[config.mk]
export PLATFORM = sky130hd
export DESIGN_NAME = icache_refill_ctrl
export DESIGN_NICKNAME = d
export VERILOG_FILES = /design/src/rtl/icache_refill_ctrl.sv
export SDC_FILE = /design/constraint.sdc
export NUM_CORES = 1
export LEC_CHECK = 0
export BUFFER_PORTS_ARGS = -buffer_cell sky130_fd_sc_hd__buf_2
export CELL_PAD_IN_SITES_DETAIL_PLACEMENT = 0
export CELL_PAD_IN_SITES_GLOBAL_PLACEMENT = 1
export CORE_UTILIZATION = 28
export CTS_CLUSTER_DIAMETER = 40
export DETAILED_ROUTE_END_ITERATION = 7
export MAX_ROUTING_LAYER = met4
export PLACE_DENSITY = 0.75
export SLEW_MARGIN = 25
export SYNTH_ARGS = -nofsm -noshare
export SYNTH_HDL_FRONTEND = slang
export SYNTH_SLANG_ARGS = --single-unit
[constraint.sdc]
create_clock -name clk -period 1.7 [get_ports clk]
set_input_delay 0.085 -clock clk [delete_from_list [all_inputs] [get_ports clk]]
set_output_delay 0.085 -clock clk [all_outputs]
set_load 0.03 [all_outputs]
[src/rtl/icache_refill_ctrl.sv]
`default_nettype none
// ============================================================================
// icache_refill_ctrl : miss/refill and whole-cache flush sequencer for a
// direct-mapped instruction cache.               Rev 1.0
// ============================================================================
module icache_refill_ctrl #(
  parameter int INDEX_BITS = 3,
  parameter int CNT_WIDTH  = 16,
  localparam int TAG_W     = 16 - INDEX_BITS - 2
) (
  input  logic                  clk,
  input  logic                  rst_n,
  input  logic                  fetch_valid,
  input  logic [15:0]           fetch_addr,
  input  logic                  cache_hit,
  input  logic                  flush_req,
  output logic                  mem_req,
  output logic [15:0]           mem_addr,
  input  logic                  mem_ready,
  input  logic [63:0]           mem_data,
  output logic                  fill_we,
  output logic [INDEX_BITS-1:0] fill_index,
  output logic [TAG_W-1:0]      fill_tag,
  output logic [63:0]           fill_data,
  output logic                  inval_we,
  output logic [INDEX_BITS-1:0] inval_index,
  output logic                  stall,
  output logic                  flush_done,
  output logic [CNT_WIDTH-1:0]  miss_count
);

  typedef enum logic [1:0] {
    IDLE     = 2'd0,
    FLUSH    = 2'd1,
    MISS_REQ = 2'd2,
    FILL     = 2'd3
  } state_t;

  state_t                state_q, state_d;
  logic [INDEX_BITS-1:0] cnt_q, cnt_d;
  logic [13:0]           line_q, line_d;
  logic [63:0]           data_q, data_d;
  logic                  pend_q, pend_d;
  logic [CNT_WIDTH-1:0]  miss_q, miss_d;
  logic                  miss_det;
  logic                  unused_word_bits;

  // Word-in-line bits never matter: a refill always fetches the whole line.
  assign unused_word_bits = ^fetch_addr[1:0];
  assign miss_det         = fetch_valid & ~cache_hit;

  always_comb begin
    state_d = state_q;
    cnt_d   = cnt_q;
    line_d  = line_q;
    data_d  = data_q;
    pend_d  = pend_q;
    miss_d  = miss_q;
    case (state_q)
      IDLE: begin
        if (flush_req || pend_q) begin
          state_d = FLUSH;
          cnt_d   = '0;
          pend_d  = 1'b0;
        end else if (miss_det) begin
          state_d = MISS_REQ;
          line_d  = fetch_addr[15:2];
          if (miss_q != '1) miss_d = miss_q + 1'b1;
        end
      end
      FLUSH: begin
        cnt_d = cnt_q + 1'b1;
        if (cnt_q == '1) state_d = IDLE;
      end
      MISS_REQ: begin
        if (flush_req) pend_d = 1'b1;
        if (mem_ready) begin
          data_d  = mem_data;
          state_d = FILL;
        end
      end
      FILL: begin
        if (flush_req) pend_d = 1'b1;
        state_d = IDLE;
      end
      default: state_d = IDLE;
    endcase
  end

  always_ff @(posedge clk) begin
    if (!rst_n) begin
      state_q <= IDLE;
      cnt_q   <= '0;
      line_q  <= '0;
      data_q  <= '0;
      pend_q  <= 1'b0;
      miss_q  <= '0;
    end else begin
      state_q <= state_d;
      cnt_q   <= cnt_d;
      line_q  <= line_d;
      data_q  <= data_d;
      pend_q  <= pend_d;
      miss_q  <= miss_d;
    end
  end

  // Strobes decode straight from the registered state; only the IDLE stall
  // term is combinational so the PC freezes in the detect cycle.
  assign mem_req     = (state_q == MISS_REQ);
  assign mem_addr    = {line_q, 2'b00};
  assign fill_we     = (state_q == FILL);
  assign fill_index  = line_q[INDEX_BITS-1:0];
  assign fill_tag    = line_q[13:INDEX_BITS];
  assign fill_data   = data_q;
  assign inval_we    = (state_q == FLUSH);
  assign inval_index = cnt_q;
  assign flush_done  = (state_q == FLUSH) && (cnt_q == '1);
  assign stall       = (state_q != IDLE) | miss_det;
  assign miss_count  = miss_q;

endmodule
`default_nettype wire

==> results of run 1 <==
## state kept, by name (all words and copies together), names as in the netlist
signal	flops
fill_data	64
inval_index	3
line_q	14
miss_count	16
pend_q	1
state_q	2
## layout make-up
type	instances	share of cell area (%)
flip-flops and latches	100	32.5
well taps	180	3.63
repair buffers	296	31.6
multi-input cells	340	27.3
inverters	5	0.303
clock buffers	12	4.30
clock inverters	3	0.343
## critical path, stage by stage, from the launching register on
cell     delay, ns
dfxtp_2       0.34
nor4b_4       0.33
nand2_2       0.19
buf_4         0.20
or3_1         0.34
a21oi_1       0.14
## per-layer routing
layer,part of all wire [%],up-vias,wire [um]
met4,2.1,0,242
met5,0,-,0
met1,44,1981,5120
met3,4.8,17,565
li1,-,2156,-
met2,49,148,5800
## stage by stage
| stage | instance area [um^2] | hold WS, ns | std cells |
|---|---|---|---|
| 5_1_grt | 6200 | 0.0375 | 936 |
| 6_report | 6200 | 0.0258 | 936 |
| 4_1_cts | 6170 | 0.0142 | 935 |
| 3_3_place_gp | 5100 | 0.325 | 842 |
| 3_5_place_dp | 5100 | 0.332 | 842 |
| 2_1_floorplan | 3970 | 0.220 | 495 |
## power by group through the flow
| stage | Clock, mW | Combinational, mW | Sequential, mW |
|---|---|---|---|
| 2_1_floorplan | 0 | 0.178 | 2.51 |
| 3_3_place_gp | 0 | 0.409 | 2.45 |
| 3_5_place_dp | 0 | 0.413 | 2.45 |
| 4_1_cts | 2.07 | 0.553 | 2.40 |
| 5_1_grt | 2.19 | 0.600 | 2.40 |
| 6_report | 1.99 | 0.557 | 2.40 |
## cells by family (layout without fill, tap and decap cells)
| kind of cell | count (synthesis) | in the layout | share of synthesized area (%) |
|---|---|---|---|
| flip-flops | 100 | 100 | 50.6 |
| AND/OR/NAND/NOR | 219 | 219 | 25.1 |
| multiplexers | 2 | 2 | 0.507 |
| buffers and inverters | 55 | 316 | 7.31 |
| adder cells (fa/ha/maj) | 3 | 3 | 0.950 |
| other | 1 | 2 | 0.0949 |
| AO/OA/AOI/OAI | 114 | 114 | 15.4 |
## placed cells by master (no fill, tap or decap), types with 2 or more instances in the layout
cell           instances
clkbuf_8               3
a21oi_1               92
nor2_1                 6
dlygate4sd3_1         78
inv_1                  4
a21oi_2                2
nand2_2                2
clkbuf_16              9
and4_1                 4
nand4_2                2
mux2i_1                2
nand4_1                5
dfxtp_1               88
and2_1                 3
dfxtp_2               12
or4_1                  8
o31ai_1               11
buf_12                 3
nand3_1                5
nor4_1                 2
nand2_1              164
conb_1                 2
a22oi_1                2
nor3_1                 3
or3_1                  4
ha_1                   2
nor2b_2                2
o21ai_0                5
buf_4                 15
buf_2                199
## path summary, 6_finish.rpt
kind	startpoint	endpoint	slack, ns	depth (start not counted)
worst min register to register	fill_data[53]	fill_data[53]	0.45	2
worst max register to register	pend_q	miss_count[0]	0.08	5
worst max-delay path	pend_q	miss_count[0]	0.08	5
worst min-delay path	flush_req	pend_q	0.03	3
## what timing repair did
item,CTS,global route
resized for setup,0,9
hold buffers,78,0
buffers inserted,0,1
endpoints found under the hold margin,78,0
endpoints found under the setup margin,0,15
==> flow_metrics.py, run 1 <==
metrics = {
    "cells_and_area": {
        "layout-drive-gt1-share_pct": 34.5,
        "multiInputGateArea_um2": 1690,
        "insertedDiodeCount": 0,
        "fillers": 1363,
        "seqCellArea_um2": 2020,
        "nNetsFinal": 841,
        "finish.utilization_pct": 44.9,
        "area_growth_pct": 56.9,
    },
    "global_route": {
        "grt_max_degree": 98,
        "busiest_layer": "met2",
        "grt_use_total_pct": 16.5,
        "grt_pass1_vias": 3937,
        "grt_pass1_wl_mm": 18.5,
        "use_met3_pct": 3.40,
        "grt-ovfl-total": 0,
        "antenna_found_initial": 0,
        "grtUsageMet2_pct": 27.9,
        "met1_usage_pct": 18.8,
    },
    "yosys": {
        "synth-seq-cells": 100,
        "ys_types": 37,
        "yosysWarningCount": 0,
        "synthArstFlopShare_pct": 0,
        "syn_inst": 494,
        "syn_area_um2": 3950,
        "synth_common_cells": "nand2_1, dfxtp_1, a21oi_1",
        "synth.most_common_cell": "nand2_1",
        "yosysSeqAreaShare_pct": 50.6,
        "synth_area_leaders": "dfxtp_1, nand2_1, a21oi_1",
        "avgSynthCellArea_um2": 8.00,
        "synth_top_area_cell": "dfxtp_1",
        "synth_flop_cell": "dfxtp_1",
        "synth_edf_count": 0,
        "synth_top_cell_area_share_pct": 50.6,
    },
    "power": {
        "p_total_mw": 4.94,
        "seq_power_share_pct": 48.5,
        "power_density_nw_per_um2": 797,
        "switching_share_pct": 24.1,
        "ir_drop_mv": 0.375,
        "comb_power_share_pct": 11.3,
        "clockPowerShare_pct": 40.2,
        "cellLeakagePower_nw": 2.73,
        "internal_power_mw": 3.75,
        "p_switching_mw": 1.19,
    },
    "floorplanning": {
        "core_um2": 13800,
        "die_x_um": 121,
        "start_util_pct": 28.6,
        "die_y_um": 121,
        "fp-row-count": 43,
        "die_area_um2": 14600,
        "ioPinCount": 204,
    },
    "setup_path": {
        "crit_required_ns": 1.97,
        "worstSetupStartpointType": "register",
        "critPathMaxFanout": 8,
        "cp.arrival_ns": 1.89,
        "worst_setup_path_end_kind": "register",
        "worstSetupPathType": "reg2reg",
    },
    "timing": {
        "setup_viol": 0,
        "drv_slew": 0,
        "skew_ns": 0.00485,
        "fmax_ghz": 0.618,
        "fin_crit_sh_pct": 95.3,
        "min_period_ns": 1.62,
        "setup_tns_ns": 0,
        "hold_viol": 0,
        "rsz0062_at_grt": "true",
        "setup_ws_ns": 0.0807,
    },
    "status": {
        "status": "finished, final reports clean",
    },
    "cts": {
        "cts_root_buffer": "clkbuf_16",
        "cts_sinks": 100,
        "cts_max_level": 3,
        "cts_max_path_buffers": 2,
        "numCtsBuffers": 9,
        "clock_latency_ns": 0.34,
        "clk_pin_slew_ns": 0.07,
        "cts_tree": "yes",
    },
    "flow_run": {
        "cap_viol_max_count": 0,
    },
    "drt": {
        "via_per_inst": 4.60,
        "num_vias": 4302,
        "drtIter0Drc": 255,
        "drtPass1Iterations": 5,
        "ant_nets": 0,
        "avgRoutedWirePerCell_um": 12.5,
        "routed_wl_mm": 11.7,
        "drc": 0,
    },
    "place": {
        "dpl_worst_slack_ns": 0.0251,
        "dpl.hpwl_mm": 7.50,
        "gp_congestion": 0.779,
        "io_buffers": 199,
    },
    "worst_hold_path": {
        "holdCritPathClass": "in2reg",
    },
}
No activity file was read; power rests on OpenSTA's default activity.
==> run 2: changes to the inputs <==
--- a/config.mk
+++ b/config.mk
@@ -8,11 +8,11 @@
 export BUFFER_PORTS_ARGS = -buffer_cell sky130_fd_sc_hd__buf_2
 export CELL_PAD_IN_SITES_DETAIL_PLACEMENT = 0
 export CELL_PAD_IN_SITES_GLOBAL_PLACEMENT = 1
-export CORE_UTILIZATION = 28
+export CORE_UTILIZATION = 34
 export CTS_CLUSTER_DIAMETER = 40
 export DETAILED_ROUTE_END_ITERATION = 7
 export MAX_ROUTING_LAYER = met4
-export PLACE_DENSITY = 0.75
+export PLACE_DENSITY = 0.86
 export SLEW_MARGIN = 25
 export SYNTH_ARGS = -nofsm -noshare
 export SYNTH_HDL_FRONTEND = slang
==> constraint.sdc (replaced) <==
create_clock -name clk -period 1.91 [get_ports clk]
set_input_delay 0.0955 -clock clk [delete_from_list [all_inputs] [get_ports clk]]
set_output_delay 0.0955 -clock clk [all_outputs]
set_load 0.03 [all_outputs]
==> run 2 against run 1 <==
Count of clock-buffer cells in the layout down 1. Clock power is 8% lower. Combinational power down 13%. Cell count shrank 4.7%. Critical path depth shrank 1. Total power is 10% lower. Global-route usage increased by 1.9 points. Fmax shrank 6.9%. Sequential share of layout area rose by 0.48 points. Non-clock buffer count shrank 7. Via count up 0.33%. Utilization grew 8.5 points.
==> flow_metrics.py, run 2 (synthesis gave the netlist of run 1 again) <==
metrics = {
    "status": {
        "status": "finished, final reports clean",
    },
    "global_route": {
        "grt_pass1_wl_mm": 17.0,
        "grt-ovfl-total": 0,
        "antenna_found_initial": 0,
        "grt_use_total_pct": 18.4,
        "grt_pass1_vias": 3915,
        "grt_max_degree": 98,
    },
    "cells_and_area": {
        "insertedDiodeCount": 0,
        "layout-drive-gt1-share_pct": 31.8,
        "area_growth_pct": 53.5,
        "fillers": 1038,
        "stdcell_count": 892,
        "largest_register_ffs": 64,
        "final_common_cell": "buf_2",
        "nNetsFinal": 834,
        "mostFrequentLayoutCells": "buf_2, nand2_1, dfxtp_1, a21oi_1, dlygate4sd3_1",
    },
    "drt": {
        "drtPass1Iterations": 7,
        "num_vias": 4316,
        "drc": 0,
        "avgRoutedWirePerCell_um": 12.6,
        "drtIter0Drc": 152,
        "routed_wl_mm": 11.3,
        "via_per_inst": 4.84,
        "ant_nets": 0,
    },
    "power": {
        "clockPowerShare_pct": 41.1,
        "comb_power_share_pct": 10.9,
        "internal_power_mw": 3.43,
        "cellLeakagePower_nw": 2.70,
        "seq_power_share_pct": 48.1,
        "p_switching_mw": 1.02,
        "switching_share_pct": 22.9,
        "ir_drop_mv": 0.509,
        "power_density_nw_per_um2": 733,
    },
    "setup_path": {
        "worst_setup_path_end_kind": "register",
        "cp.arrival_ns": 2.01,
        "worstSetupStartpointType": "register",
        "rr_endpoint": "miss_count[15]",
        "slowest_delay_ns": 0.52,
        "crit_required_ns": 2.18,
        "cp_slowest_cell": "or4_1",
        "rr_startpoint": "state_q[1]",
        "critPathMaxFanout": 9,
        "cpLargestDelayFamily": "simple AND/OR/NAND/NOR gates",
        "worstSetupPathType": "reg2reg",
        "reg2reg_slack_ns": 0.17,
        "crit_chain": "nor3b_1, nand4_2, or4_1, a21oi_1",
        "rr_worst_depth": 4,
        "worst-path-buf-inv": 0,
    },
    "cts": {
        "cts_root_buffer": "clkbuf_16",
        "clock_latency_ns": 0.34,
        "clk_pin_slew_ns": 0.07,
        "cts_max_level": 3,
        "cts_max_path_buffers": 2,
        "numCtsBuffers": 9,
        "cts_tree": "yes",
        "cts_sinks": 100,
    },
    "floorplanning": {
        "core_um2": 11400,
        "ioPinCount": 204,
        "start_util_pct": 34.8,
        "fp-row-count": 39,
        "die_area_um2": 12100,
        "die_y_um": 110,
        "die_x_um": 110,
    },
    "place": {
        "gp_congestion": 0.830,
        "dpl.hpwl_mm": 7.12,
        "dp_cells": 801,
        "io_buffers": 199,
    },
    "timing": {
        "min_period_ns": 1.74,
        "drv_slew": 0,
        "setup_viol": 0,
        "hold_viol": 0,
        "setup_tns_ns": 0,
        "rsz0062_at_grt": "false",
        "fin_crit_sh_pct": 91.1,
        "fmax_ghz": 0.575,
        "skew_ns": 0.00839,
    },
    "worst_hold_path": {
        "holdCritPathClass": "in2reg",
        "hold_start": "fetch_addr[3]",
        "min_delay_path_depth": 3,
        "holdPathEnd": "line_q[1]",
    },
    "flow_run": {
        "cap_viol_max_count": 0,
    },
}
[run 2: cell count changes in the layout (fill, tap and decap cells not counted), sizes merged]
cell / delta
dlygate4sd3: -3
clkinv: +1
clkinvlp: -1
buf: -4
bufinv: +1
clkbuf: -1
[run 2: how the worst max path moves through the flow]
stage | from | endpoint | slack [ns] | cells after the start
3_5_place_dp | pend_q | miss_count[0] | 0.09 | 5
4_1_cts | pend_q | miss_count[0] | 0.08 | 5
3_3_place_gp | pend_q | miss_count[0] | 0.13 | 5
6_report | state_q[1] | miss_count[15] | 0.17 | 4
5_1_grt | state_q[1] | miss_count[15] | 0.05 | 4
2_1_floorplan | miss_count[0] | miss_count[1] | 0.005 | 7
[run 2: per-stage QoR]
step	util, %	total power, mW	area [um^2]	hold slack, ns	setup WS [ns]
6_report	53.4	4.44	6070	0.0141	0.170
5_1_grt	53.4	4.63	6070	0.00380	0.0515
4_1_cts	53.3	4.51	6060	0.000115	0.0800
3_5_place_dp	44.0	2.54	5010	0.342	0.0937
3_3_place_gp	44.0	2.53	5010	0.336	0.133
2_1_floorplan	-	2.39	3960	0.231	0.00528
[run 2: worst register-to-register path: cells and delay by family (launching register included)]
family             cells  cell delay, ns
and+or+nand+nor        3            1.16
DFF                    1            0.38
AOI/OAI and AO/OA      1            0.15
[run 2: timing repair]
action                     CTS  global route
hold endpoints to repair    75             0
setup endpoints to repair    0             3
hold buffers                75             0
gates resized for setup      0             0
buffers inserted             0             1
[run 2: cell type report]
class                           instances  area (um^2)  share of cell area [%]
Multi-Input combinational cell        340         1670                    27.5
Sequential cell                       100         2000                    33.0
Tap cell                              143          179                    2.95
Timing Repair Buffer                  289         1900                    31.3
Clock buffer                           11          253                    4.17
Clock inverter                          4         48.8                   0.804
Inverter                                5         18.8                   0.309
[run 2: power groups by stage]
| stage | Combinational, mW | Sequential [mW] | Clock [mW] |
|---|---|---|---|
| floorplan | 0.158 | 2.24 | 0 |
| global placement | 0.354 | 2.18 | 0 |
| detailed placement | 0.358 | 2.18 | 0 |
| CTS | 0.477 | 2.14 | 1.90 |
| global route | 0.522 | 2.14 | 1.97 |
| finish | 0.482 | 2.14 | 1.83 |
[run 2: metal layers]
metal / global-route usage, % / part of all wire (%) / vias up
li1: - / - / 2143
met1: 19.2 / 41 / 1988
met2: 33.0 / 50 / 166
met3: 4.03 / 6.6 / 19
met4: 8.10 / 2.0 / 0
met5: - / 0 / -
